## src/rtl/if_fetch_unit_pkg.sv

```systemverilog
// Shared CPU fetch definitions: fetch-state encoding, instruction size, reset PC default.
package if_fetch_unit_pkg;

    typedef enum logic [1:0] {
        FETCH   = 2'd0,
        HOLD    = 2'd1,
        DISCARD = 2'd2
    } fetch_state_e;

    localparam int unsigned INSTR_BYTES      = 4;
    localparam logic [31:0] RESET_PC_DEFAULT = 32'h0000_0000;

endpackage : if_fetch_unit_pkg

```

## src/rtl/if_fetch_unit_skid_buf.sv

```systemverilog
// if_skid_buf: 2-entry output/skid queue toward the IF/ID register, with flush.
// Ports:
//   clk_i, rst_i          clock, synchronous active-low reset
//   flush_i               drop both entries (redirect)
//   push_i, push_pc_i,
//   push_instr_i          new fetched instruction
//   ready_i               downstream accepts the output entry
//   valid_o, pc_o,
//   instr_o               output register contents
module if_skid_buf #(
    parameter int unsigned ADDR_W = 32,
    parameter int unsigned DATA_W = 32
) (
    input  logic              clk_i,
    input  logic              rst_i,
    input  logic              flush_i,
    input  logic              push_i,
    input  logic [ADDR_W-1:0] push_pc_i,
    input  logic [DATA_W-1:0] push_instr_i,
    input  logic              ready_i,
    output logic              valid_o,
    output logic [ADDR_W-1:0] pc_o,
    output logic [DATA_W-1:0] instr_o
);

    logic              skid_valid_q;
    logic [ADDR_W-1:0] skid_pc_q;
    logic [DATA_W-1:0] skid_instr_q;
    logic              out_free;

    assign out_free = !valid_o || ready_i;

    // Output slot refills from the skid first so ordering is preserved.
    always_ff @(posedge clk_i) begin
        if (!rst_i) begin
            valid_o      <= 1'b0;
            pc_o         <= '0;
            instr_o      <= '0;
            skid_valid_q <= 1'b0;
            skid_pc_q    <= '0;
            skid_instr_q <= '0;
        end else if (flush_i) begin
            valid_o      <= 1'b0;
            skid_valid_q <= 1'b0;
        end else if (out_free) begin
            if (skid_valid_q) begin
                valid_o      <= 1'b1;
                pc_o         <= skid_pc_q;
                instr_o      <= skid_instr_q;
                skid_valid_q <= push_i;
                skid_pc_q    <= push_pc_i;
                skid_instr_q <= push_instr_i;
            end else begin
                valid_o <= push_i;
                if (push_i) begin
                    pc_o    <= push_pc_i;
                    instr_o <= push_instr_i;
                end
            end
        end else if (push_i) begin
            skid_valid_q <= 1'b1;
            skid_pc_q    <= push_pc_i;
            skid_instr_q <= push_instr_i;
        end
    end

endmodule : if_skid_buf

```

## src/rtl/if_fetch_unit.sv

```systemverilog
// Instruction-fetch stage: fetch PC, imem req/ack handshake, redirect flush,
// and a 2-entry output queue with valid/ready backpressure.
// Ports:
//   clk_i, rst_i                      clock, synchronous active-low reset
//   next_pc_i, redirect_i             PC-source mux target and select
//   pc_plus4_o                        fetch PC + 4 (mux sequential input)
//   imem_req_o, imem_addr_o,
//   imem_ack_i, imem_rdata_i          instruction memory handshake
//   if_valid_o, if_pc_o, if_instr_o,
//   if_ready_i                        output toward the IF/ID register
module if_fetch_unit
    import if_fetch_unit_pkg::*;
#(
    parameter int unsigned       ADDR_W   = 32,
    parameter int unsigned       DATA_W   = 32,
    parameter logic [ADDR_W-1:0] RESET_PC = ADDR_W'(RESET_PC_DEFAULT)
) (
    input  logic              clk_i,
    input  logic              rst_i,
    input  logic [ADDR_W-1:0] next_pc_i,
    input  logic              redirect_i,
    output logic [ADDR_W-1:0] pc_plus4_o,
    output logic              imem_req_o,
    output logic [ADDR_W-1:0] imem_addr_o,
    input  logic              imem_ack_i,
    input  logic [DATA_W-1:0] imem_rdata_i,
    output logic              if_valid_o,
    output logic [ADDR_W-1:0] if_pc_o,
    output logic [DATA_W-1:0] if_instr_o,
    input  logic              if_ready_i
);

    fetch_state_e      state_q, state_d;
    logic [ADDR_W-1:0] fetch_pc_q, fetch_pc_d;
    logic [ADDR_W-1:0] req_addr_q, req_addr_d;
    logic              out_free;
    logic              push;
    logic              flush;

    assign pc_plus4_o  = fetch_pc_q + ADDR_W'(INSTR_BYTES);
    assign imem_addr_o = req_addr_q;
    // Request is suppressed during reset so an abandoned request is never re-driven.
    assign imem_req_o  = rst_i && (state_q != HOLD);
    assign out_free    = !if_valid_o || if_ready_i;

    // Next-state / PC logic; redirect wins over ack, ready and buffering.
    always_comb begin
        state_d    = state_q;
        fetch_pc_d = fetch_pc_q;
        push       = 1'b0;
        flush      = 1'b0;
        unique case (state_q)
            FETCH: begin
                if (redirect_i) begin
                    flush      = 1'b1;
                    fetch_pc_d = next_pc_i;
                    state_d    = imem_ack_i ? FETCH : DISCARD;
                end else if (imem_ack_i) begin
                    push       = 1'b1;
                    fetch_pc_d = pc_plus4_o;
                    if (!out_free) begin
                        state_d = HOLD;
                    end
                end
            end
            HOLD: begin
                if (redirect_i) begin
                    flush      = 1'b1;
                    fetch_pc_d = next_pc_i;
                    state_d    = FETCH;
                end else if (if_ready_i) begin
                    state_d = FETCH;
                end
            end
            DISCARD: begin
                if (redirect_i) begin
                    flush      = 1'b1;
                    fetch_pc_d = next_pc_i;
                end
                if (imem_ack_i) begin
                    state_d = FETCH;
                end
            end
            default: begin
                state_d = FETCH;
            end
        endcase
        // The stale request stays on the bus until acked; otherwise track the fetch PC.
        req_addr_d = (state_d == DISCARD) ? req_addr_q : fetch_pc_d;
    end

    // State, fetch PC and request address registers.
    always_ff @(posedge clk_i) begin
        if (!rst_i) begin
            state_q    <= FETCH;
            fetch_pc_q <= RESET_PC;
            req_addr_q <= RESET_PC;
        end else begin
            state_q    <= state_d;
            fetch_pc_q <= fetch_pc_d;
            req_addr_q <= req_addr_d;
        end
    end

    if_skid_buf #(
        .ADDR_W(ADDR_W),
        .DATA_W(DATA_W)
    ) u_skid_buf (
        .clk_i       (clk_i),
        .rst_i       (rst_i),
        .flush_i     (flush),
        .push_i      (push),
        .push_pc_i   (fetch_pc_q),
        .push_instr_i(imem_rdata_i),
        .ready_i     (if_ready_i),
        .valid_o     (if_valid_o),
        .pc_o        (if_pc_o),
        .instr_o     (if_instr_o)
    );

endmodule : if_fetch_unit

```

## config.mk

```make
export PLATFORM = sky130hd
export DESIGN_NAME = if_fetch_unit
export DESIGN_NICKNAME = d
export VERILOG_FILES = /design/src/rtl/if_fetch_unit_pkg.sv /design/src/rtl/if_fetch_unit_skid_buf.sv /design/src/rtl/if_fetch_unit.sv
export SDC_FILE = /design/constraint.sdc
export NUM_CORES = 1
export LEC_CHECK = 0
export CORE_MARGIN = 5
export CORE_UTILIZATION = 50
export DETAILED_ROUTE_END_ITERATION = 6
export DONT_BUFFER_PORTS = 1
export PLACE_DENSITY = 0.72
export SLEW_MARGIN = 40
export SYNTH_ARGS = -nofsm -noshare
export SYNTH_HDL_FRONTEND = slang
export SYNTH_HIERARCHICAL = 1
export SYNTH_SLANG_ARGS = --single-unit
```

## constraint.sdc

```tcl
create_clock -name clk_i -period 2.73 [get_ports clk_i]
set_input_delay 0.546 -clock clk_i [delete_from_list [all_inputs] [get_ports clk_i]]
set_output_delay 0.546 -clock clk_i [all_outputs]
set_load 0.01 [all_outputs]
```

== Word level (Yosys, flattened, before mapping) ==
Index checks and enable logic that the tools add are counted.
W data, S select, Z words.

* Flip-flop bits (word level): 196

* Add/sub/neg operators: 1
* Equality and inequality tests: 5
* Muxes and demuxes: 29
* Bitwise logic cells: 2
* Reduce and logical (&&, ||, !) cells: 11

{| class="wikitable"
|+ Operator list
! kind !! count
|-
| $mux W32 || 11
|-
| $pmux W32 S2 || 1
|-
| $add A32 B3 Y32 const B || 1
|-
| $mux W2 || 7
|-
| $mux W1 || 9
|-
| $pmux W2 S3 || 1
|-
| $reduce_and A3 Y1 || 2
|-
| $eq A2 B2 Y1 const B || 2
|-
| $ne A2 B1 Y1 const B || 2
|-
| $reduce_bool A2 Y1 || 2
|-
| $reduce_or A2 Y1 || 2
|-
| $reduce_or A3 Y1 || 1
|-
| $eq A2 B1 Y1 const B || 1
|-
| $logic_not A2 Y1 || 1
|-
| $not A1 Y1 || 2
|-
| $logic_and A1 B1 Y1 || 1
|-
| $logic_not A1 Y1 || 1
|-
| $logic_or A1 B1 Y1 || 1
|}

== Longest topological paths before layout ==
* Word-level depth: 7
* Gate-level depth with buffers: 10

== Cells and area by module ==
The synthesis kept the hierarchy.

{| class="wikitable"
|+ Modules (own cells, without submodules)
! module !! instances !! cells each !! area each (sq um) !! sequential area each (sq um)
|-
| if_skid_buf || 1 || 584 || 5,756.8 || 2,602.5
|-
| if_fetch_unit || 1 || 571 || 4,281.6 || 1,321.3
|}

== Worst setup path before layout ==
OpenSTA, ideal clock, no wires.

* Path type: register to output
* From: register fetch_pc_q[4]
* To: output port pc_plus4_o[29]
* Arrival time: 2.524 ns
* Required time: 2.184 ns
* Slack: -0.340 ns
* Cell stages (with the launch flop): 7
* Path buffers: 1
* Path through: dfxtp_1 clkbuf_1 nand3_1 or4_2 or4_1 nor2_1 xor2_1

* Cells in the longest elaborated chain, start to end: 1

{| class="wikitable"
|+ RTL lines
! element !! line !! text
|-
| start, declared || if_fetch_unit.sv:34 || <nowiki>logic [ADDR_W-1:0] fetch_pc_q, fetch_pc_d;</nowiki>
|-
| start signal, assigned || if_fetch_unit.sv:100 || <nowiki>fetch_pc_q <= fetch_pc_d;</nowiki>
|-
| $add A32 B3 Y32 || if_fetch_unit.sv:40 || <nowiki>assign pc_plus4_o = fetch_pc_q + ADDR_W'(INSTR_BYTES);</nowiki>
|-
| end, declared || if_fetch_unit.sv:22 || <nowiki>output logic [ADDR_W-1:0] pc_plus4_o,</nowiki>
|}

Every way passes these cells.

== Worst setup path after layout ==
* From: register fetch_pc_q[8]
* To: output port pc_plus4_o[29]

Same word-level chain as after synthesis.

==> impl_metrics.toml <==
[floorplanning]
dieArea_um2 = 23000
fp.dieW_um = 152
die_h_um = 152
start_util_pct = 51.2
io_pins = 199
coreArea_um2 = 19600
fp-row-count = 51

[timing]
fmax_mhz = 323
period_minus_slack_ns = 3.09
finalHoldViolCount = 0
rsz0062_at_grt = "yes"
layout_setup_ws_ns = -0.363
slew_headroom_pct = 53.3
finalSetupViolCount = 5
finalCritPeriodShare_pct = 113
drv_slew = 0
finalSetupTns_ns = -1.31
fin_hold_ws_ns = 0.253
worst_pin_slew_ns = 0.701
skew_ns = 0.0131

[logic_synthesis]
synthesis.instances = 1155
synth-seq-area-share_pct = 39.1
async_flop_share_pct = 0
ys_seq_elements = 196
yosysUniqueCellTypes = 78
synth-edff-count = 0
syn_nets = 1229
ys_dominant_reg_cell = "dfxtp_1"
synth_area_per_cell_um2 = 8.69
ys.warnings.count = 6
synth_area_um2 = 10000

[routing]
via_per_inst = 6.06
firstDrtPassIters = 5
initialDrtViolationCount = 838
via_count = 8724
wl_per_cell_um = 21.2
drc = 0
drt_wl_total_um = 30500
ant_nets = 0

[place]
placed_area_um2 = 10500
place_hpwl_um = 21400
gp_congestion = 0.945
portBuffers = 0

[clocking]
cts_tree = "built"
path_clk_slew_ns = 0.07
insertion_delay_ns = 0.43
cts_hold_buf = 0
cts-buffers-inserted = 17
htree_levels = 4
cts_buffer_depth = 2
root_buffer = "clkbuf_16"
cts.sinks = 196

[pwr]
peakVddDrop_v = 0.000417
p_switching_mw = 1.71
p_int_mw = 4.57
leakagePower_nw = 4.84
p_per_area_nw_per_um2 = 552
pwr-share-clk_pct = 37.9
power_mw = 6.28
combPwrFrac_pct = 11.9
p_sw_share_pct = 27.2
p_seq_share_pct = 50.1

[worst_setup_path]
ff2ff_setup_slack_ns = 0.05
r2r_end = "imem_addr_o[31]$_SDFFE_PN0P_"
cp_max_fo = 3
cpPeakStageDelay_ns = 0.60
crit_chain = "nand4_1, or4_4, or4_4, nor2_4, xor2_1, buf_4"
cp-end-kind = "primary output"
cp-start-kind = "flip-flop"
crit_family = "simple AND/OR/NAND/NOR gates"
r2r_cells = 8
critPathBufInv = 1
crit_path_top_delay_cell = "or4_4"
critPathKind = "reg2out"
cp.required_ns = 2.18
crit_path_frequent_cell = "or4_4"
reg2reg_from = "fetch_pc_q[11]$_SDFF_PN0_"
arrival_ns = 2.55

[grt]
antenna_found_initial = 0
grt_use_total_pct = 25.9
grt_pass1_wl_um = 46900
grt_max_degree = 230
grt_pass1_vias = 8366
overflow = 0

[final_layout]
design_area_um2 = 11400
area_growth_pct = 13.2
final_layout_size_suffix_gt1_share_pct = 16.0
final_util_pct = 58.0
diodes = 0
layout.nets = 1237

[worst_hold_path]
holdPathStages = 1
hp-class = "in2reg"
hold_path_end = "u_skid_buf/instr_o[11]$_SDFFE_PN0P_"
min_from = "rst_i"

[run]
drv_cap = 0

[run_status]
status = "finished, violations left"
violations = "setup timing"
-- flip-flops by register name, summed over array words and instances (netlist names), 2 cells and up --
name,flops
u_skid_buf/skid_instr_q,32
fetch_pc_q,32
u_skid_buf/pc_o,32
state_q,2
u_skid_buf/skid_pc_q,32
u_skid_buf/instr_o,32
imem_addr_o,32
-- worst max path at each step --
| stage | start | to | cells after the start |
|---|---|---|---|
| floorplan | fetch_pc_q[5]$_SDFF_PN0_ | pc_plus4_o[29] | 6 |
| global placement | fetch_pc_q[6]$_SDFF_PN0_ | pc_plus4_o[29] | 6 |
| detailed placement | fetch_pc_q[9]$_SDFF_PN0_ | pc_plus4_o[29] | 6 |
| CTS | fetch_pc_q[8]$_SDFF_PN0_ | pc_plus4_o[27] | 6 |
| global route | fetch_pc_q[8]$_SDFF_PN0_ | pc_plus4_o[29] | 6 |
| finish | fetch_pc_q[8]$_SDFF_PN0_ | pc_plus4_o[29] | 6 |
-- cell families (layout without fill, tap and decap cells) --
group                    Yosys count  count (layout)  share of synthesized area [%]
AO/OA/AOI/OAI                    225             225                           17.0
XOR/XNOR                          33              33                           2.88
adder cells (fa/ha/maj)            5               5                          0.623
buffers and inverters            124             144                           6.63
flip-flops                       196             196                           39.1
multiplexers                     135             135                           13.5
AND/OR/NAND/NOR                  437             437                           20.3
-- through the flow --
| step | worst slack (ns) | std cells |
|---|---|---|
| after global routing | -0.440 | 1440 |
| final | -0.363 | 1440 |
| after detailed placement | 0.0970 | 1399 |
| after CTS | -0.339 | 1438 |
| after global placement | 0.127 | 1398 |
| after floorplan | -0.00967 | 1155 |
-- synth_stat cells, types with 4 or more instances --
library cell	number	area share, %
o311a_1	5	0.50
inv_1	16	0.60
a31oi_1	10	0.62
o211a_1	65	6.5
nor2_1	67	2.5
a21oi_1	31	1.5
nor3_1	16	0.80
buf_1	9	0.34
clkbuf_1	54	2.0
and4_1	4	0.35
mux2i_1	132	13
xor2_1	10	0.87
buf_2	14	0.70
dfxtp_1	196	39
o21ai_0	37	1.8
and2_1	6	0.37
nor4_1	4	0.25
a211oi_1	8	0.60
o21a_1	4	0.30
xnor2_1	23	2.0
nand2_1	189	7.1
o211ai_1	9	0.67
a22o_1	4	0.35
nand2b_1	14	0.87
o31ai_1	5	0.37
buf_6	13	1.5
and3_1	13	0.81
nand3_1	85	4.2
ha_1	5	0.62
buf_4	9	0.67
o22ai_1	10	0.62
a221oi_1	5	0.44
a21o_1	7	0.52
nand4_1	14	0.87
-- power by group through the flow --
stage / Sequential [mW] / Combinational [mW] / Clock, mW
after detailed placement: 3.21 / 0.714 / 0
after global placement: 3.21 / 0.704 / 0
after floorplan: 3.18 / 0.549 / 0
after CTS: 3.15 / 0.737 / 2.42
after global routing: 3.16 / 0.817 / 2.55
final: 3.15 / 0.748 / 2.38
-- layer usage --
layer	up-vias	GRT usage [%]	wire length [um]
met1	4210	33.4	12600
met3	43	8.83	3220
met2	345	41.1	14000
met4	0	7.64	663
met5	-	0	0
li1	4126	-	-
-- cells in the final DEF (no fill, tap or decap), types with 10 or more instances in the layout --
master     count
a21oi_1       31
a31oi_1       10
and3_1        13
buf_4         84
clkbuf_16     17
dfxtp_1      183
dfxtp_2       12
inv_1         16
mux2i_1      132
nand2_1      186
nand2b_1      13
nand3_1       81
nand4_1       14
nor2_1        62
nor3_1        14
o211a_1       65
o21ai_0       37
xnor2_1       15
-- what timing repair did --
action / CTS / global route
pin swaps: 16 / 8
buffers inserted: 8 / 4
endpoints found under the hold margin: 0 / 0
gates resized for setup: 37 / 18
endpoints found under the setup margin: 17 / 17
-- final cells by class --
type / instances / area, um2
Clock inverter: 10 / 103
Sequential cell: 196 / 3940
Clock buffer: 21 / 440
Multi-Input combinational cell: 835 / 5680
Timing Repair Buffer: 95 / 802
Tap cell: 265 / 332
Inverter: 18 / 67.6
Fill cell: 1781 / 8220
Power figures use the tool's default switching activity.
